==> config.mk <==
export PLATFORM = sky130hd
export DESIGN_NAME = serial_subtractor
export DESIGN_NICKNAME = d
export VERILOG_FILES = /design/src/rtl/serial_subtractor_pkg.sv /design/src/rtl/full_subtractor.sv /design/src/rtl/serial_subtractor.sv
export SDC_FILE = /design/constraint.sdc
export NUM_CORES = 1
export LEC_CHECK = 0
export CORE_MARGIN = 5
export CORE_UTILIZATION = 61
export CTS_BUF_LIST = sky130_fd_sc_hd__clkbuf_4
export DETAILED_ROUTE_END_ITERATION = 10
export DONT_BUFFER_PORTS = 1
export PLACE_DENSITY = 0.75
export SYNTH_ARGS = -nofsm -noshare
export SYNTH_HDL_FRONTEND = slang
export SYNTH_SLANG_ARGS = --single-unit
export TNS_END_PERCENT = 1
==> constraint.sdc <==
create_clock -name Clk -period 2.94 [get_ports Clk]
set_clock_uncertainty 0.05 [all_clocks]
set_input_delay 0.147 -clock Clk [delete_from_list [all_inputs] [get_ports Clk]]
set_output_delay 0.147 -clock Clk [all_outputs]
set_load 0.1 [all_outputs]
==> src/rtl/serial_subtractor_pkg.sv <==
// Shared definitions for the bit-serial subtractor: state encoding and sizing helpers.
// The state values are the fixed 2-bit binary encoding used by every controller of this block.
package serial_subtractor_pkg;

    localparam logic [1:0] S_IDLE  = 2'd0;
    localparam logic [1:0] S_SHIFT = 2'd1;
    localparam logic [1:0] S_DONE  = 2'd2;

    typedef enum logic [1:0] {
        StIdle  = S_IDLE,
        StShift = S_SHIFT,
        StDone  = S_DONE
    } state_e;

    // One extra bit so the counter can reach WIDTH without wrapping.
    function automatic int unsigned cnt_width(input int unsigned w);
        return $clog2(w) + 1;
    endfunction

endpackage

==> src/rtl/full_subtractor.sv <==
// One-bit full subtractor: D = A - B - Bin, Bout set when the bit position underflows.
module full_subtractor (
    input  logic A,
    input  logic B,
    input  logic Bin,
    output logic D,
    output logic Bout
);

    always_comb begin
        D    = A ^ B ^ Bin;
        Bout = (~A & B) | (~(A ^ B) & Bin);
    end

endmodule

==> src/rtl/serial_subtractor.sv <==
// Bit-serial WIDTH-bit subtractor, LSB first, one bit per clock, Start/Busy/Done handshake.
// Diff/Borrow are registered and only change on the final shift edge or on reset.
module serial_subtractor
    import serial_subtractor_pkg::*;
#(
    parameter int unsigned WIDTH = 4
) (
    input  logic             Clk,
    input  logic             Rst_n,
    input  logic             Start,
    input  logic [WIDTH-1:0] A,
    input  logic [WIDTH-1:0] B,
    output logic [WIDTH-1:0] Diff,
    output logic             Borrow,
    output logic             Busy,
    output logic             Done
);

    localparam int unsigned CW = cnt_width(WIDTH);
    localparam int unsigned DW = WIDTH - 1;
    localparam logic [CW-1:0] LastBit = CW'(WIDTH - 1);

    state_e          state;
    logic [WIDTH-1:0] a_sr;
    logic [WIDTH-1:0] b_sr;
    // Holds the WIDTH-1 result bits produced before the final one.
    logic [DW-1:0]   d_sr;
    logic            borrow_ff;
    logic [CW-1:0]   cnt;

    logic d_bit;
    logic bo_bit;

    full_subtractor u_full_subtractor (
        .A    (a_sr[0]),
        .B    (b_sr[0]),
        .Bin  (borrow_ff),
        .D    (d_bit),
        .Bout (bo_bit)
    );

    always_ff @(posedge Clk or negedge Rst_n) begin
        if (!Rst_n) begin
            state     <= StIdle;
            a_sr      <= '0;
            b_sr      <= '0;
            d_sr      <= '0;
            borrow_ff <= 1'b0;
            cnt       <= '0;
            Diff      <= '0;
            Borrow    <= 1'b0;
            Busy      <= 1'b0;
            Done      <= 1'b0;
        end else begin
            unique case (state)
                StIdle: begin
                    if (Start) begin
                        a_sr      <= A;
                        b_sr      <= B;
                        borrow_ff <= 1'b0;
                        cnt       <= '0;
                        Busy      <= 1'b1;
                        state     <= StShift;
                    end
                end

                StShift: begin
                    a_sr      <= a_sr >> 1;
                    b_sr      <= b_sr >> 1;
                    d_sr      <= DW'({d_bit, d_sr} >> 1);
                    borrow_ff <= bo_bit;
                    cnt       <= cnt + CW'(1);
                    if (cnt == LastBit) begin
                        Diff   <= {d_bit, d_sr};
                        Borrow <= bo_bit;
                        Busy   <= 1'b0;
                        Done   <= 1'b1;
                        state  <= StDone;
                    end
                end

                StDone: begin
                    Done <= 1'b0;
                    // A Start seen here launches the next operation back-to-back.
                    if (Start) begin
                        a_sr      <= A;
                        b_sr      <= B;
                        borrow_ff <= 1'b0;
                        cnt       <= '0;
                        Busy      <= 1'b1;
                        state     <= StShift;
                    end else begin
                        state <= StIdle;
                    end
                end

                default: begin
                    state <= StIdle;
                    Busy  <= 1'b0;
                    Done  <= 1'b0;
                end
            endcase
        end
    end

endmodule
# Word level (Yosys, flattened, before mapping)

Cells that the tools add are included.

Flip-flop bits (word level): 24
Output and inout bits: 7

$add $sub $neg: 1
Equality and inequality tests: 6
Muxes and demuxes: 17
Bitwise gates (word level): 8
Reductions and logical operators: 8

Operator list:

| kind                                                                    | count |
|---|---|
| 4-bit one-hot mux with 2 select lines                                   | 2 |
| 2-bit AND reduction                                                     | 5 |
| 4-bit two-way mux                                                       | 2 |
| 1-bit one-hot mux with 2 select lines                                   | 3 |
| 2-bit one-hot mux with 3 select lines                                   | 1 |
| 3-bit one-hot mux with 2 select lines                                   | 1 |
| 1-bit two-way mux                                                       | 5 |
| 2-bit two-way mux                                                       | 2 |
| 2-bit inequality test, second input constant                            | 2 |
| 3-bit by 1-bit adder with 3-bit output, second input constant           | 1 |
| 3-bit by 2-bit equality test with 1-bit output, second input constant   | 1 |
| 3-bit two-way mux                                                       | 1 |
| 1-bit NOT                                                               | 3 |
| 1-bit AND                                                               | 2 |
| 2-bit by 1-bit equality test with 1-bit output, second input constant   | 1 |
| 2-bit equality test, second input constant                              | 1 |
| 2-bit zero test                                                         | 1 |
| 2-bit by 1-bit inequality test with 1-bit output, second input constant | 1 |
| 2-bit nonzero test                                                      | 1 |
| 2-bit OR reduction                                                      | 1 |
| 1-bit XOR                                                               | 2 |
| 1-bit bitwise OR                                                        | 1 |

# Depth between registers and ports, before layout

Gate-level depths: netlist of the first run.

Word-level depth: 5
Depth in mapped cells: 4
Depth with buffers taken out: 4

# Hierarchy

A second synthesis of the first run with hierarchy kept.

Cell total of the unflattened synthesis: 88
Area total of the unflattened synthesis: 1211.2 um2

By module, submodules not included:

| module            | instances | cells an instance | area each (um2) | sequential area each (um2) |
|---|---|---|---|---|
| serial_subtractor | 1         | 84                | 1179.9          | 600.6 |
| full_subtractor   | 1         | 4                 | 31.3            | 0.0 |

# Worst setup path after synthesis of the first run

OpenSTA, ideal clock, no wires.

Kind: register -> register
Start point: register cnt[0]
End point: register Diff[0]
Setup time: 128 ps
Data arrival time: 1234 ps
Data required time: 2762 ps
Setup slack: 1528 ps
Cell stages (with the launch flop): 5
Period minus slack after synthesis: 1412 ps
Cell sequence: dfrtp_1 ha_1 ha_1 nand3b_4 mux2_1

Word-level cells in the longest chain between the ends: 2

Ends and longest elaborated chain:

| item                                           | line                    | text |
|---|---|---|
| start, declared                                | serial_subtractor.sv:29 | `logic [CW-1:0] cnt;` |
| start signal, assigned                         | serial_subtractor.sv:72 | `cnt <= cnt + CW'(1);` |
| 3-bit by 2-bit equality test with 1-bit output | serial_subtractor.sv:73 | `if (cnt == LastBit) begin` |
| 2-bit AND reduction (no line)                  | -                       |  |
| end signal, assigned                           | serial_subtractor.sv:74 | `Diff <= {d_bit, d_sr};` |
| end, declared                                  | serial_subtractor.sv:13 | `output logic [WIDTH-1:0] Diff,` |

Every way passes these cells.
A chain may end at the register's enable or synchronous reset.

# Worst setup path after layout of the first run

Start point: register state[0]
End point: register Diff[1]

Word-level cells in the longest chain between the ends: 2

Ends and longest elaborated chain:

| item                                           | line                    | text |
|---|---|---|
| start, declared                                | serial_subtractor.sv:23 | `state_e state;` |
| start signal, assigned                         | serial_subtractor.sv:44 | `state <= StIdle;` |
| start signal, assigned                         | serial_subtractor.sv:63 | `state <= StShift;` |
| start signal, assigned                         | serial_subtractor.sv:78 | `state <= StDone;` |
| 2-bit by 1-bit equality test with 1-bit output | serial_subtractor.sv:55 | `unique case (state)` |
| 2-bit AND reduction (no line)                  | -                       |  |

Every way passes these cells.

==> results of run 1 <==
cell families (layout without fill, tap and decap cells):
logic type	after synthesis	after routing
XOR/XNOR	1	1
flip-flops	24	24
AO/OA/AOI/OAI	8	8
buffers and inverters	10	17
adder cells (fa/ha/maj)	3	3
multiplexers	30	30
AND/OR/NAND/NOR	12	12
synthesized netlist by cell type:
master and n:
a21oi_1 1, a22o_1 2, a32o_1 2, buf_2 2, buf_4 3, dfrtp_1 24
fa_1 1, ha_1 2, inv_1 5, mux2_1 4, mux2_2 5, mux2i_1 21
nand2b_1 5, nand3_1 2, nand3b_4 1, nor2_1 4, o21ai_0 2, o2bb2ai_1 1
xnor2_1 1
metal layers:
| metal | up-vias | part of all wire (%) | track usage, % |
|---|---|---|---|
| met5 | - | 0 | 0 |
| met4 | 0 | 0.92 | 5.106 |
| met3 | 2 | 4.2 | 2.535 |
| met2 | 17 | 50 | 26.53 |
| met1 | 335 | 45 | 21.33 |
| li1 | 321 | - | - |
worst max path at each step:
stage	startpoint	end	slack [ns]	cells past startpoint
finish	state[0]	Diff[1]	1.34	2
global route	state[0]	Diff[1]	1.20	2
CTS	state[0]	Diff[1]	1.33	2
detailed placement	state[1]	Diff[1]	1.35	2
global placement	state[0]	Diff[3]	1.39	2
floorplan	cnt[0]	Diff[0]	1.53	4
critical path, cell delays in order, from the launching register on:
cell	delay, ns
dfrtp_1	0.88
nand3b_4	0.21
mux2_1	0.36
per-stage QoR:
| stage | instance area (um2) | setup WS [ns] | utilization, % | hold WS [ns] | cells |
|---|---|---|---|---|---|
| after floorplan | 1155 | 1.528 | - | -0.1986 | 88 |
| after global placement | 1161 | 1.390 | 65.82 | -0.1980 | 109 |
| after detailed placement | 1161 | 1.351 | 65.82 | -0.1980 | 109 |
| after CTS | 1257 | 1.331 | 71.28 | 0.003910 | 120 |
| after global routing | 1257 | 1.205 | 71.28 | 0.01235 | 120 |
| final | 1257 | 1.335 | 71.28 | 0.01437 | 120 |
timing repair:
action / CTS / global route
setup endpoints to repair: 0 / 0
hold buffers: 7 / 0
endpoints found under the hold margin: 31 / 0
state kept, by name, indices dropped and copies added (netlist names):
register and flops:
state 2, b_sr 4, borrow_ff 1, Diff 4, Done 1, cnt 3, a_sr 4, Borrow 1
d_sr 3, Busy 1
cell type report:
class,instances,area (um2)
multi-input cells,54,503.0
flip-flops and latches,24,600.6
clock buffers,3,22.52
fillers,136,506.7
clock inverters,1,3.754
well taps,25,31.28
inverters,5,18.77
repair buffers,8,77.57
==> impl_results.md, run 1 <==
- Run status: completed
- Tcrit/Tclk final: 54.59%
- Worst Hold Path Cells: 2
- Sink Count: 24
- CORE AREA: 1764 um2
- IO Pins: 18
- Antenna-violating nets left: 0
- Synth cell types: 19
- Largest area contributor in the netlist: dfrtp_1
- Arr. time, crit path: 1.76 ns
- R2r endpoint: Diff[1]
- Final slew viol count: 0
- Routed WL per cell: 15.38 um
- Largest net degree at the start of global routing: 25
- CTS buffer count: 3
- Via count: 675
- Synthesized net count: 102
- CTS H-tree depth: 1
- Mux cell area share after synthesis: 26.98%
- Synth Area in Adders: 3.900%
- R2r startpoint: state[0]
- DRT Pass-1 Iters: 4
- Crit end category: register
- Largest cells by area after synthesis: dfrtp_1 (52%), mux2i_1 (18%), mux2_2 (4.9%)
- Register area share after synthesis: 52.00%
- Global-route wire length before repair: 3.277 mm
- Share of synthesized cell area in and, or, nand and nor gates: 6.609%
- DRT Wirelength: 1.846 mm
- Minimum clock period: 1.605 ns
- Post-DP HPWL: 1.263 mm
- Die Wd: 53.51 um
- Routed vias/inst: 5.625
- Max Cap Violations: 0
- Worst slew margin: 31.32%
- Synth Register Bits: 24
- Initial antenna violation count: 0
- # Post-CTS Setup Buffers: 0
- Post_cts resized: 0
- Final Hold Viols: 0
- Row count: 15
- Syn Inst Count: 88
- Post-Syn Area: 1155 um2
- Worst Tran Pin Value: 1.027 ns
- Clock tree buffer depth: 2
- PortBufs: 0
- Post-Synth XOR/XNOR Area: 0.7584%
- Worst Min Path Start: B[3]
- Max FO, Critical Path: 20
- Starting Density: 65.46%
- # diodes: 0
- Synth Area in Compound Gates: 5.309%
- Die area: 2863 um2
- Vias in the first global route: 725
- CP Class: reg2reg
- Clk slew on worst S/H paths: 0.12 ns
- Setup violators final: 0
- Worst endpoint required time: 3.09 ns
- Top-area cell type share of the netlist area: 52.00%
- Total track usage: 16.01%
- Fraction of layout cells with a size suffix above 1: 10.53%
- Unrepaired setup endpoints after global routing: false
- Drt drc: 0
- DR iter-0 viols: 11
- Main combinational cell family by area after synthesis: multiplexers
- Final nets: 110
- Most common cell after layout, fill and taps aside: dfrtp_1
- Area grow syn2layout: 8.884%
- Hold Path Class: in2reg
- Fmax: 0.6231 GHz
- CTS tree: yes
- Clk root buf: clkbuf_4
- Most frequent cells in the layout: dfrtp_1 (24), mux2i_1 (21), dlygate4sd3_1 (7)
- R2r setup slk: 1.34 ns
- Syn_area_per_cell: 13.12 um2
- Setup crit start kind: register
- Chip Height: 53.51 um
- Grt ovf: 0
- R2R depth: 2
- Clk_lat worst skew: 0.30 ns
- Yosys warns: 0
- Gp weighted congestion: 0.7080
- TNS Setup: 0 ns
- Hold Crit Endpoint: b_sr[3]
Power of run 1 is not shown: default switching activity piles up to over one toggle a cycle in this logic, so the estimate is an artifact.
==> run 2: changes to the inputs <==
--- a/config.mk
+++ b/config.mk
@@ -6,11 +6,11 @@
 export NUM_CORES = 1
 export LEC_CHECK = 0
 export CORE_MARGIN = 5
-export CORE_UTILIZATION = 61
+export CORE_UTILIZATION = 58
 export CTS_BUF_LIST = sky130_fd_sc_hd__clkbuf_4
 export DETAILED_ROUTE_END_ITERATION = 10
 export DONT_BUFFER_PORTS = 1
-export PLACE_DENSITY = 0.75
+export PLACE_DENSITY = 0.74
 export SYNTH_ARGS = -nofsm -noshare
 export SYNTH_HDL_FRONTEND = slang
 export SYNTH_SLANG_ARGS = --single-unit
==> constraint.sdc (replaced) <==
create_clock -name Clk -period 1.4 [get_ports Clk]
set_clock_uncertainty 0.05 [all_clocks]
set_input_delay 0.07 -clock Clk [delete_from_list [all_inputs] [get_ports Clk]]
set_output_delay 0.07 -clock Clk [all_outputs]
set_load 0.1 [all_outputs]
==> run 2 against run 1 <==
Compared with the run above: maximum frequency up 16%; design area up 12%; global-route usage about the same; via count up 9.5%; worst hold slack better by 0.33 ns; non-clock buffer count up 17; sequential share of layout area down 5.2 points; final cell count up 15%; first-iteration DRC count down 64%; clock-buffer cell count unchanged.
==> impl_results.md, run 2 (synthesized netlist as in run 1, its figures left out) <==
- # diodes: 0
- Area grow syn2layout: 22.10%
- CTS buffer count: 3
- Fraction of layout cells with a size suffix above 1: 25.23%
- Most frequent cells in the layout: dfrtp_1 (24), mux2i_1 (21), buf_4 (15)
- IO Pins: 18
- Met3 Usage GRT: 2.452%
- Global-route wire length before repair: 3.367 mm
- Arr. time, crit path: 1.54 ns
- Antenna-violating nets left: 0
- Worst slew margin: 27.82%
- DR iter-0 viols: 4
- PnR worst setup slack: 0.01571 ns
- Run status: completed
- Vias in the first global route: 767
- Fmax: 0.7224 GHz
- Chip Height: 54.62 um
- Fin cells: 138
- Largest net degree at the start of global routing: 25
- Post-DP HPWL: 1.360 mm
- Setup crit start kind: register
- Die Wd: 54.62 um
- Gp weighted congestion: 0.6713
- Clk_lat worst skew: 0.30 ns
- CTS H-tree depth: 1
- Hold Path Class: in2async
- Initial antenna violation count: 0
- Unrepaired setup endpoints after global routing: true
- Worst Tran Pin Value: 1.079 ns
- Final slew viol count: 0
- Row count: 16
- Busiest grt layer: met2
- Via count: 739
- Total track usage: 15.98%
- Routed vias/inst: 5.355
- Global routing met1 resource utilization: 20.91%
- Crit end category: register
- DRT Wirelength: 1.998 mm
- Clk slew on worst S/H paths: 0.12 ns
- Tcrit/Tclk final: 98.88%
- Sink Count: 24
- Filler Cells Inserted: 137
- CORE AREA: 1922 um2
- R2R depth: 3
- Drt drc: 0
- Routed WL per cell: 14.48 um
- Worst endpoint required time: 1.55 ns
- Max Cap Violations: 0
- Post-Place Cells: 122
- Setup violators final: 0
- CTS tree: yes
- Most common cell after layout, fill and taps aside: dfrtp_1
- Max FO, Critical Path: 3
- Final nets: 127
- Starting Density: 60.09%
- Biggest regs: Diff x4, a_sr x4, b_sr x4
- Worst hold margin: 0.3479 ns
- Die area: 2983 um2
- Clock tree buffer depth: 2
- Pre-CTS setup slack: 0.01100 ns
- Grt ovf: 0
- PortBufs: 0
- Final Hold Viols: 0
- DRT Pass-1 Iters: 2
- Minimum clock period: 1.384 ns
- CP Class: reg2reg
- M2 GR Usage: 26.18%
- Clk root buf: clkbuf_4
==> run 2: critical path, stage by stage, from the launching register on <==
cell and delay [ns]:
dfrtp_1 0.39, inv_2 0.05, fa_1 0.51, mux2_4 0.28
==> run 2: worst paths after layout <==
kind | slack, ns | end | start
worst min-delay path | 0.35 | Diff[0] | Rst_n
max in group asynchronous | 0.31 | cnt[0] | Rst_n
min in group Clk | 0.45 | b_sr[2] | B[2]
worst max-delay path | 0.02 | Diff[3] | borrow_ff
worst min register to register | 0.46 | Diff[0] | d_sr[0]
worst max register to register | 0.02 | Diff[3] | borrow_ff
==> run 2: routing by layer <==
| layer | part of all wire [%] | vias up |
|---|---|---|
| li1 | - | 357 |
| met1 | 43 | 369 |
| met2 | 53 | 11 |
| met3 | 3.1 | 2 |
| met4 | 0.60 | 0 |
| met5 | 0 | - |
==> run 2: cell type report <==
type / instances / area [um2] / area share, %
Clock buffer: 3 / 22.52 / 1.597
Timing Repair Buffer: 25 / 212.7 / 15.08
Tap cell: 27 / 33.78 / 2.396
Multi-Input combinational cell: 54 / 521.8 / 37.00
Inverter: 5 / 18.77 / 1.331
Sequential cell: 24 / 600.6 / 42.59
==> run 2: stage by stage <==
step | setup TNS, ns | instance area, um2 | util [%]
floorplan | 0 | 1157 | -
detailed placement | 0 | 1249 | 64.97
global placement | 0 | 1249 | 64.97
finish | 0 | 1410 | 73.37
CTS | 0 | 1379 | 71.74
global route | -0.01091 | 1410 | 73.37
==> run 2: repair_timing <==
| item | 4_1_cts | 5_1_grt |
|---|---|---|
| setup buffers | 1 | 2 |
| gates cloned | 0 | 0 |
| hold buffers | 10 | 0 |
| setup endpoints to repair | 2 | 5 |
| gates resized for setup | 0 | 4 |
| pin swaps | 0 | 2 |
| endpoints found under the hold margin | 35 | 0 |
Power of run 2 is left out for the same reason.
